[src/rtl/m_bus_pkg.sv]
// m_bus_pkg: types and helpers shared by the bus pack/unpack blocks.
//   - state_t    : two-state sequencing for word-to-slice unpacking
//   - idx_width(): width of a slice index for a given slice count (min 1 bit)

package m_bus_pkg;

    typedef enum logic {
        IDLE = 1'b0,
        SEND = 1'b1
    } state_t;

    // A single-slice bus would still need a 1-bit index to keep ports legal.
    function automatic int idx_width(input int num_slices);
        if (num_slices <= 1) begin
            return 1;
        end
        return $clog2(num_slices);
    endfunction

endpackage

[src/rtl/m_slice_sel.sv]
// m_slice_sel: combinational slice selector for the unpacker.
// Picks slice number idx out of a held word.
// Config macro: BUS_UNPACK_MSB_FIRST_EN
//   defined     -> slice 0 is the top SLICE_W bits ({a,b,...} concatenation order)
//   not defined -> slice 0 is the bottom SLICE_W bits (LSB first)
// idx codes at or beyond NUM_SLICES select zero.

module m_slice_sel #(
    parameter int SLICE_W    = 4,
    parameter int NUM_SLICES = 4,
    parameter int IDX_W      = 2
) (
    input  logic [SLICE_W*NUM_SLICES-1:0] word,
    input  logic [IDX_W-1:0]              idx,
    output logic [SLICE_W-1:0]            slice
);

    localparam int WORD_W = SLICE_W * NUM_SLICES;

    // Compare against each legal index so no out-of-range part-select is ever formed.
    always_comb begin
        slice = '0;
        for (int i = 0; i < NUM_SLICES; i++) begin
            if (idx == IDX_W'(i)) begin
`ifdef BUS_UNPACK_MSB_FIRST_EN
                slice = word[WORD_W-1-i*SLICE_W -: SLICE_W];
`else
                slice = word[i*SLICE_W +: SLICE_W];
`endif
            end
        end
    end

endmodule

[src/rtl/m_bus_unpack.sv]
// m_bus_unpack: word-to-slice unpacker on a valid/ready stream.
// Takes one SLICE_W*NUM_SLICES-bit word and emits its slices one per cycle,
// tagging each with its emission index and flagging the final slice.
// Back-to-back words stream without a bubble: the next word is accepted in the
// same cycle the last slice of the current word is consumed.
// Config macro: BUS_UNPACK_MSB_FIRST_EN (slice ordering, handled in m_slice_sel).
//
// state | meaning
// ------+---------------------------------------------------------------
// IDLE  | no word held; in_ready=1, out_valid=0
// SEND  | word held, slice idx presented on out_data/out_idx/out_last

module m_bus_unpack
    import m_bus_pkg::*;
#(
    parameter int SLICE_W    = 4,
    parameter int NUM_SLICES = 4,
    parameter int IDX_W      = idx_width(NUM_SLICES)
) (
    input  logic                          clk,
    input  logic                          rst_n,
    input  logic                          in_valid,
    output logic                          in_ready,
    input  logic [SLICE_W*NUM_SLICES-1:0] in_data,
    output logic                          out_valid,
    input  logic                          out_ready,
    output logic [SLICE_W-1:0]            out_data,
    output logic [IDX_W-1:0]              out_idx,
    output logic                          out_last
);

    localparam int                WORD_W   = SLICE_W * NUM_SLICES;
    localparam logic [IDX_W-1:0]  IDX_LAST = IDX_W'(NUM_SLICES - 1);

    state_t              state;
    logic [IDX_W-1:0]    idx;
    logic [WORD_W-1:0]   word;
    logic [SLICE_W-1:0]  sel_slice;
    logic                in_xfer;
    logic                out_xfer;
    logic                at_last;

    // Handshake qualifiers; in_ready looks through out_ready so a new word can
    // land on the cycle the final slice leaves.
    always_comb begin
        at_last   = (idx == IDX_LAST);
        out_valid = (state == SEND);
        out_last  = out_valid & at_last;
        in_ready  = (state == IDLE) | (out_last & out_ready);
        in_xfer   = in_valid & in_ready;
        out_xfer  = out_valid & out_ready;
    end

    // Sequencer, slice counter and holding register.
    always_ff @(posedge clk) begin
        if (!rst_n) begin
            state <= IDLE;
            idx   <= '0;
            word  <= '0;
        end else begin
            case (state)
                IDLE: begin
                    if (in_xfer) begin
                        word  <= in_data;
                        idx   <= '0;
                        state <= SEND;
                    end
                end
                SEND: begin
                    if (out_xfer) begin
                        if (!at_last) begin
                            idx <= idx + IDX_W'(1);
                        end else if (in_xfer) begin
                            word <= in_data;
                            idx  <= '0;
                        end else begin
                            idx   <= '0;
                            state <= IDLE;
                        end
                    end
                end
                default: begin
                    state <= IDLE;
                    idx   <= '0;
                end
            endcase
        end
    end

    m_slice_sel #(
        .SLICE_W    (SLICE_W),
        .NUM_SLICES (NUM_SLICES),
        .IDX_W      (IDX_W)
    ) u_slice_sel (
        .word  (word),
        .idx   (idx),
        .slice (sel_slice)
    );

    // Present the selected slice only while valid; the held word may be stale in IDLE.
    always_comb begin
        out_data = out_valid ? sel_slice : '0;
        out_idx  = idx;
    end

endmodule

[config.mk]
export PLATFORM = sky130hd
export DESIGN_NAME = m_bus_unpack
export DESIGN_NICKNAME = d
export VERILOG_FILES = /design/src/rtl/m_bus_pkg.sv /design/src/rtl/m_slice_sel.sv /design/src/rtl/m_bus_unpack.sv
export SDC_FILE = /design/constraint.sdc
export NUM_CORES = 1
export LEC_CHECK = 0
export CORE_UTILIZATION = 41
export CTS_CLUSTER_DIAMETER = 80
export CTS_CLUSTER_SIZE = 28
export DETAILED_ROUTE_END_ITERATION = 16
export HOLD_SLACK_MARGIN = 0.03
export PLACE_DENSITY = 0.72
export SYNTH_ARGS = -nofsm -noshare
export SYNTH_HDL_FRONTEND = slang
export SYNTH_HIERARCHICAL = 1
export SYNTH_SLANG_ARGS = --single-unit
[constraint.sdc]
create_clock -name clk -period 1.3 [get_ports clk]
set_input_delay 0.26 -clock clk [delete_from_list [all_inputs] [get_ports clk]]
set_output_delay 0.26 -clock clk [all_outputs]
set_load 0.02 [all_outputs]
# == Word-level counts from Yosys, hierarchy flattened ==
# Index checks and enable logic that the tools add are counted.
# totals
n_memories,0
ramBits,0
reg_bits,19
romBits,0
output_inout_bits,9
latchBits,0
inputBits,20
elab_cells,36
# op_classes
add_sub_neg,1
order_cmp,0
reduce_logical,3
shift,0
muxes,17
mul,0
n_div,0
n_eq_ne,6
bitwise,6
# ops
operator,n
$mux W16,3
$pmux W16 S2,1
$mux W4,5
$mux W2,3
$and A1 B1 Y1,4
$eq A2 B2 Y1 const B,2
$ne A2 B1 Y1 const B,2
$pmux W2 S2,1
$reduce_and A2 Y1,2
$mux W1,3
$add A2 B1 Y2 const B,1
$eq A2 B1 Y1 const B,1
$logic_not A2 Y1,1
$ne A2 B2 Y1 const B,1
$pmux W1 S2,1
$not A1 Y1,1
$or A1 B1 Y1,1

# == Logic depth before layout (Yosys ltp) ==
# logic_depth
depth_word,9
depth_mapped,6
depth_no_buf,4

# == By module ==
# The synthesis kept the hierarchy.
# by_module_without_submodules
module,seq_area_each_um2,cells_each,area_per_inst_um2,instances
m_bus_unpack,380.4,90,844.6,1
m_slice_sel,0.0,4,105.1,1

# == Worst setup path after synthesis ==
# Ideal clock, no wire load.
# synth_timing
kind,register to output
from,"register idx[0], in the netlist out_idx[0]"
to,output port out_data[0]
path_stages_with_launch,3
path_slack_ps,-322
t_required_ps,1040
arrival_ps,1362
path_buffers,0
path_cell_list,dfxtp_1 > mux4_1 > and2_1
# synth_via
elab_chain_len,6
word_cells_on_any_way,9
classes_between,eq/ne (3); mux (5); reduce/logical (1)
# synth_rtl
element,line_no,source
from (decl),m_bus_unpack.sv:36,logic [IDX_W-1:0] idx;
from (signal assigned),m_bus_unpack.sv:72,idx <= idx + IDX_W'(1);
$logic_not A2 Y1,m_slice_sel.sv:24,if (idx == IDX_W'(i)) begin
$mux W4 (3 in series),m_slice_sel.sv:24,
$mux W4 (*),m_slice_sel.sv:24,
named net sel_slice[0],m_bus_unpack.sv:38,logic [SLICE_W-1:0] sel_slice;
$mux W4 (*),m_bus_unpack.sv:102,out_data = out_valid ? sel_slice : '0;
to (decl),m_bus_unpack.sv:27,"output logic [SLICE_W-1:0] out_data,"
# Mark *: on every way through the listed nets, which the timed path passes. The rest lies on a longest branch.

# == Worst setup path in the final report ==
# layout_timing
from,"register idx[0], in the netlist out_idx[0]"
to,output port out_data[1]
# Same word-level chain as after synthesis.

==> results by group <==
Run status
  • Status: finished with violations
  • Failing checks: setup timing

Die
  • Die width: between 50 and 60 um
  • # IOs: 29
  • Site Rows: 17
  • Initial Utilization: 43.3%
  • Std-Cell Core Area: between 0.002 and 0.0025 mm2
  • Full die area: ~0.0025 mm2
  • Chip height: approximately 50 um

Drt
  • DRC marker count from the first detailed-route iteration: 5
  • First-pass DRT Iterations: 2
  • DR WL/cell: 12.3 um
  • Via/cell ratio: a little under 5
  • DRC violations left: 0
  • Aggregate routed wire length: approximately 1.9 mm
  • Via count: between 700 and 800
  • Antenna-violating nets left: 0

Worst hold path
  • Worst hold stages: 2
  • Worst Hold Class: register to register
  • Worst Hold End: word[1]
  • Hold Crit Start: word[1]

Cells and area
  • Final Util: 61.2%
  • Final nets: between 150 and 200
  • FILL cells: about 180
  • Most common cell after layout, fill and taps aside: nand2_1
  • Multi-input gate area: 520 um2
  • Seq. cell area: slightly below 400 um2
  • Most frequent cells in the layout: nand2_1, clkdlybuf4s50_1, mux2i_1, dfxtp_1, buf_4
  • P&R area growth vs syn: 41.2%
  • Antenna cells: 0
  • Share of cells above drive strength 1: between 20 and 30%

STA
  • Final Max Tran Viols: 0
  • RSZ-0062 raised after global routing: yes
  • Final setup vio count: 22
  • Period utilization: 135%
  • Slew margin rel.: ~87%
  • Worst slew pin tran: just under 200 ps
  • Fmax: between 500 and 600 MHz
  • Hold slack: approximately 460 ps
  • Setup_tns: -4920 ps
  • Final Critical Period: 1760 ps
  • Final Hold Fails: 0
  • Fin Clk Skew: ~5.5 ps
  • Setup ws final: -461 ps

Clock network
  • Clk sinks: 19
  • Skew-Pair Late Insertion Delay: ~290 ps
  • Clk slew on worst S/H paths: around 100 ps
  • H-tree depth: 1
  • CTS tree: built
  • Root Driver: clkbuf_4
  • CTS Buffer Depth: 2
  • Setup Fix Bufs, Post-CTS: 0
  • Num CTS Buffers: 3

Global route
  • Pin count of the biggest net entering global routing: 36
  • Total track usage: a little under a fifth
  • Initial antenna violation count: 0
  • Global-route wire length before repair: around 3.5 mm
  • Total gr overflow: 0
  • Vias in the first global route: around 780

Synth
  • Netlist cell types: 17
  • Sequential area share after synthesis: 40.1%
  • Yosys top cell area share: between 40% and 50%
  • Syn_nets: roughly 120
  • Mean Syn Cell Area: 10.1 um2
  • Yosys top cell by area: dfxtp_1
  • Main area contributors after synthesis: dfxtp_1, mux2i_1, nand2_1
  • Synth warn: 6
  • Syn Std Cell Area: about 950 um2
  • Post-synthesis register bit count: 19
  • Syn Inst Count: between 90 and 100

Pwr
  • Leakage power: 0.561 nW
  • VDD IR max: ~0.00061 V
  • Pwr dens: roughly 890 mW/mm2

Critical path
  • CP Capture Type: output port
  • Class of the most critical setup path: register to output port
  • Worst-path maximum fanout: 7
  • WP data arrival: 1500 ps
  • Required @ worst endpoint: approximately 1000 ps
  • Startpoint Class: register
  • R2r setup slk: -190 ps
  • FF-to-FF path depth: 7
  • FF-to-FF Start: out_idx[0]
  • R2R Path End: word[5]

Place
  • HPWL after DPL: ~1.4 mm
  • RD Place Congestion: about 0.74
  • Number of port buffers: 28

Job
  • Max_cap viols: 0
-- power breakdown --
group / internal, mW / leakage [nW] / switching (mW)
Sequential: 0.615 / 0.158 / 0.0228
Combinational: 0.159 / 0.388 / 0.102
Clock: 0.119 / 0.0150 / 0.173
Total: 0.894 / 0.561 / 0.298
-- what timing repair did --
item / in CTS / in global routing
cloned: 1 / 0
hold buffers: 0 / 0
resized for setup: 53 / 4
setup endpoints to repair: 25 / 25
-- cell usage after synthesis --
library cell / n
a21boi_1: 1
a21boi_4: 1
a32oi_1: 1
and2_1: 5
buf_12: 1
buf_6: 2
clkbuf_1: 4
dfxtp_1: 19
ha_1: 1
inv_1: 1
mux2i_1: 17
mux4_1: 4
nand2_1: 33
nand3b_1: 1
nor2b_1: 1
nor2b_2: 1
o21a_1: 1
-- cells by family after synthesis --
| kind of cell | share of synthesized area (%) |
|---|---|
| AOI/OAI and AO/OA | 4.48 |
| adders and majority gates | 1.32 |
| and+or+nand+nor | 18.7 |
| muxes | 29.0 |
| buffers and inverters | 6.45 |
| DFF | 40.1 |
-- registers in the layout, summed over array words and instances (netlist names) --
register	flops
out_idx	2
out_valid	1
word	16
-- metrics by stage --
| step | instances | cell area [um2] | total power, mW | worst slack, ps |
|---|---|---|---|---|
| 2_1_floorplan | 94 | 950 | 0.791 | -42.4 |
| 3_3_place_gp | 152 | 1290 | 0.897 | -522 |
| 3_5_place_dp | 152 | 1290 | 0.904 | -531 |
| 4_1_cts | 157 | 1350 | 1.21 | -483 |
| 5_1_grt | 157 | 1340 | 1.26 | -530 |
| 6_report | 157 | 1340 | 1.19 | -461 |
-- layer usage --
| metal | vias up | GRT usage (%) | part of all wire (%) |
|---|---|---|---|
| met2 | 22 | 31.1 | 48 |
| met4 | 0 | 7.14 | 0.93 |
| met5 | - | 0 | 0 |
| met3 | 3 | 4.01 | 4.9 |
| met1 | 356 | 23.0 | 46 |
| li1 | 383 | - | - |
-- worst max-delay path: stages, from the launching register on --
cell	delay (ps)
dfxtp_4	420
mux4_2	510
and2_4	150
buf_6	120
-- worst max-delay path by stage --
stage | to | cells after the start | from
2_1_floorplan | out_data[0] | 2 | out_idx[0]
3_3_place_gp | out_data[1] | 3 | out_idx[0]
3_5_place_dp | out_data[1] | 3 | out_idx[0]
4_1_cts | out_data[1] | 3 | out_idx[0]
5_1_grt | out_data[1] | 3 | out_idx[0]
6_report | out_data[1] | 3 | out_idx[0]
-- layout make-up --
class	count	area share, %
repair buffers	38	27.3
inverters	1	0.280
multi-input cells	67	38.8
clock buffers	4	1.96
well taps	28	2.61
flip-flops and latches	19	29.0
No activity file was read; power rests on OpenSTA's default activity.
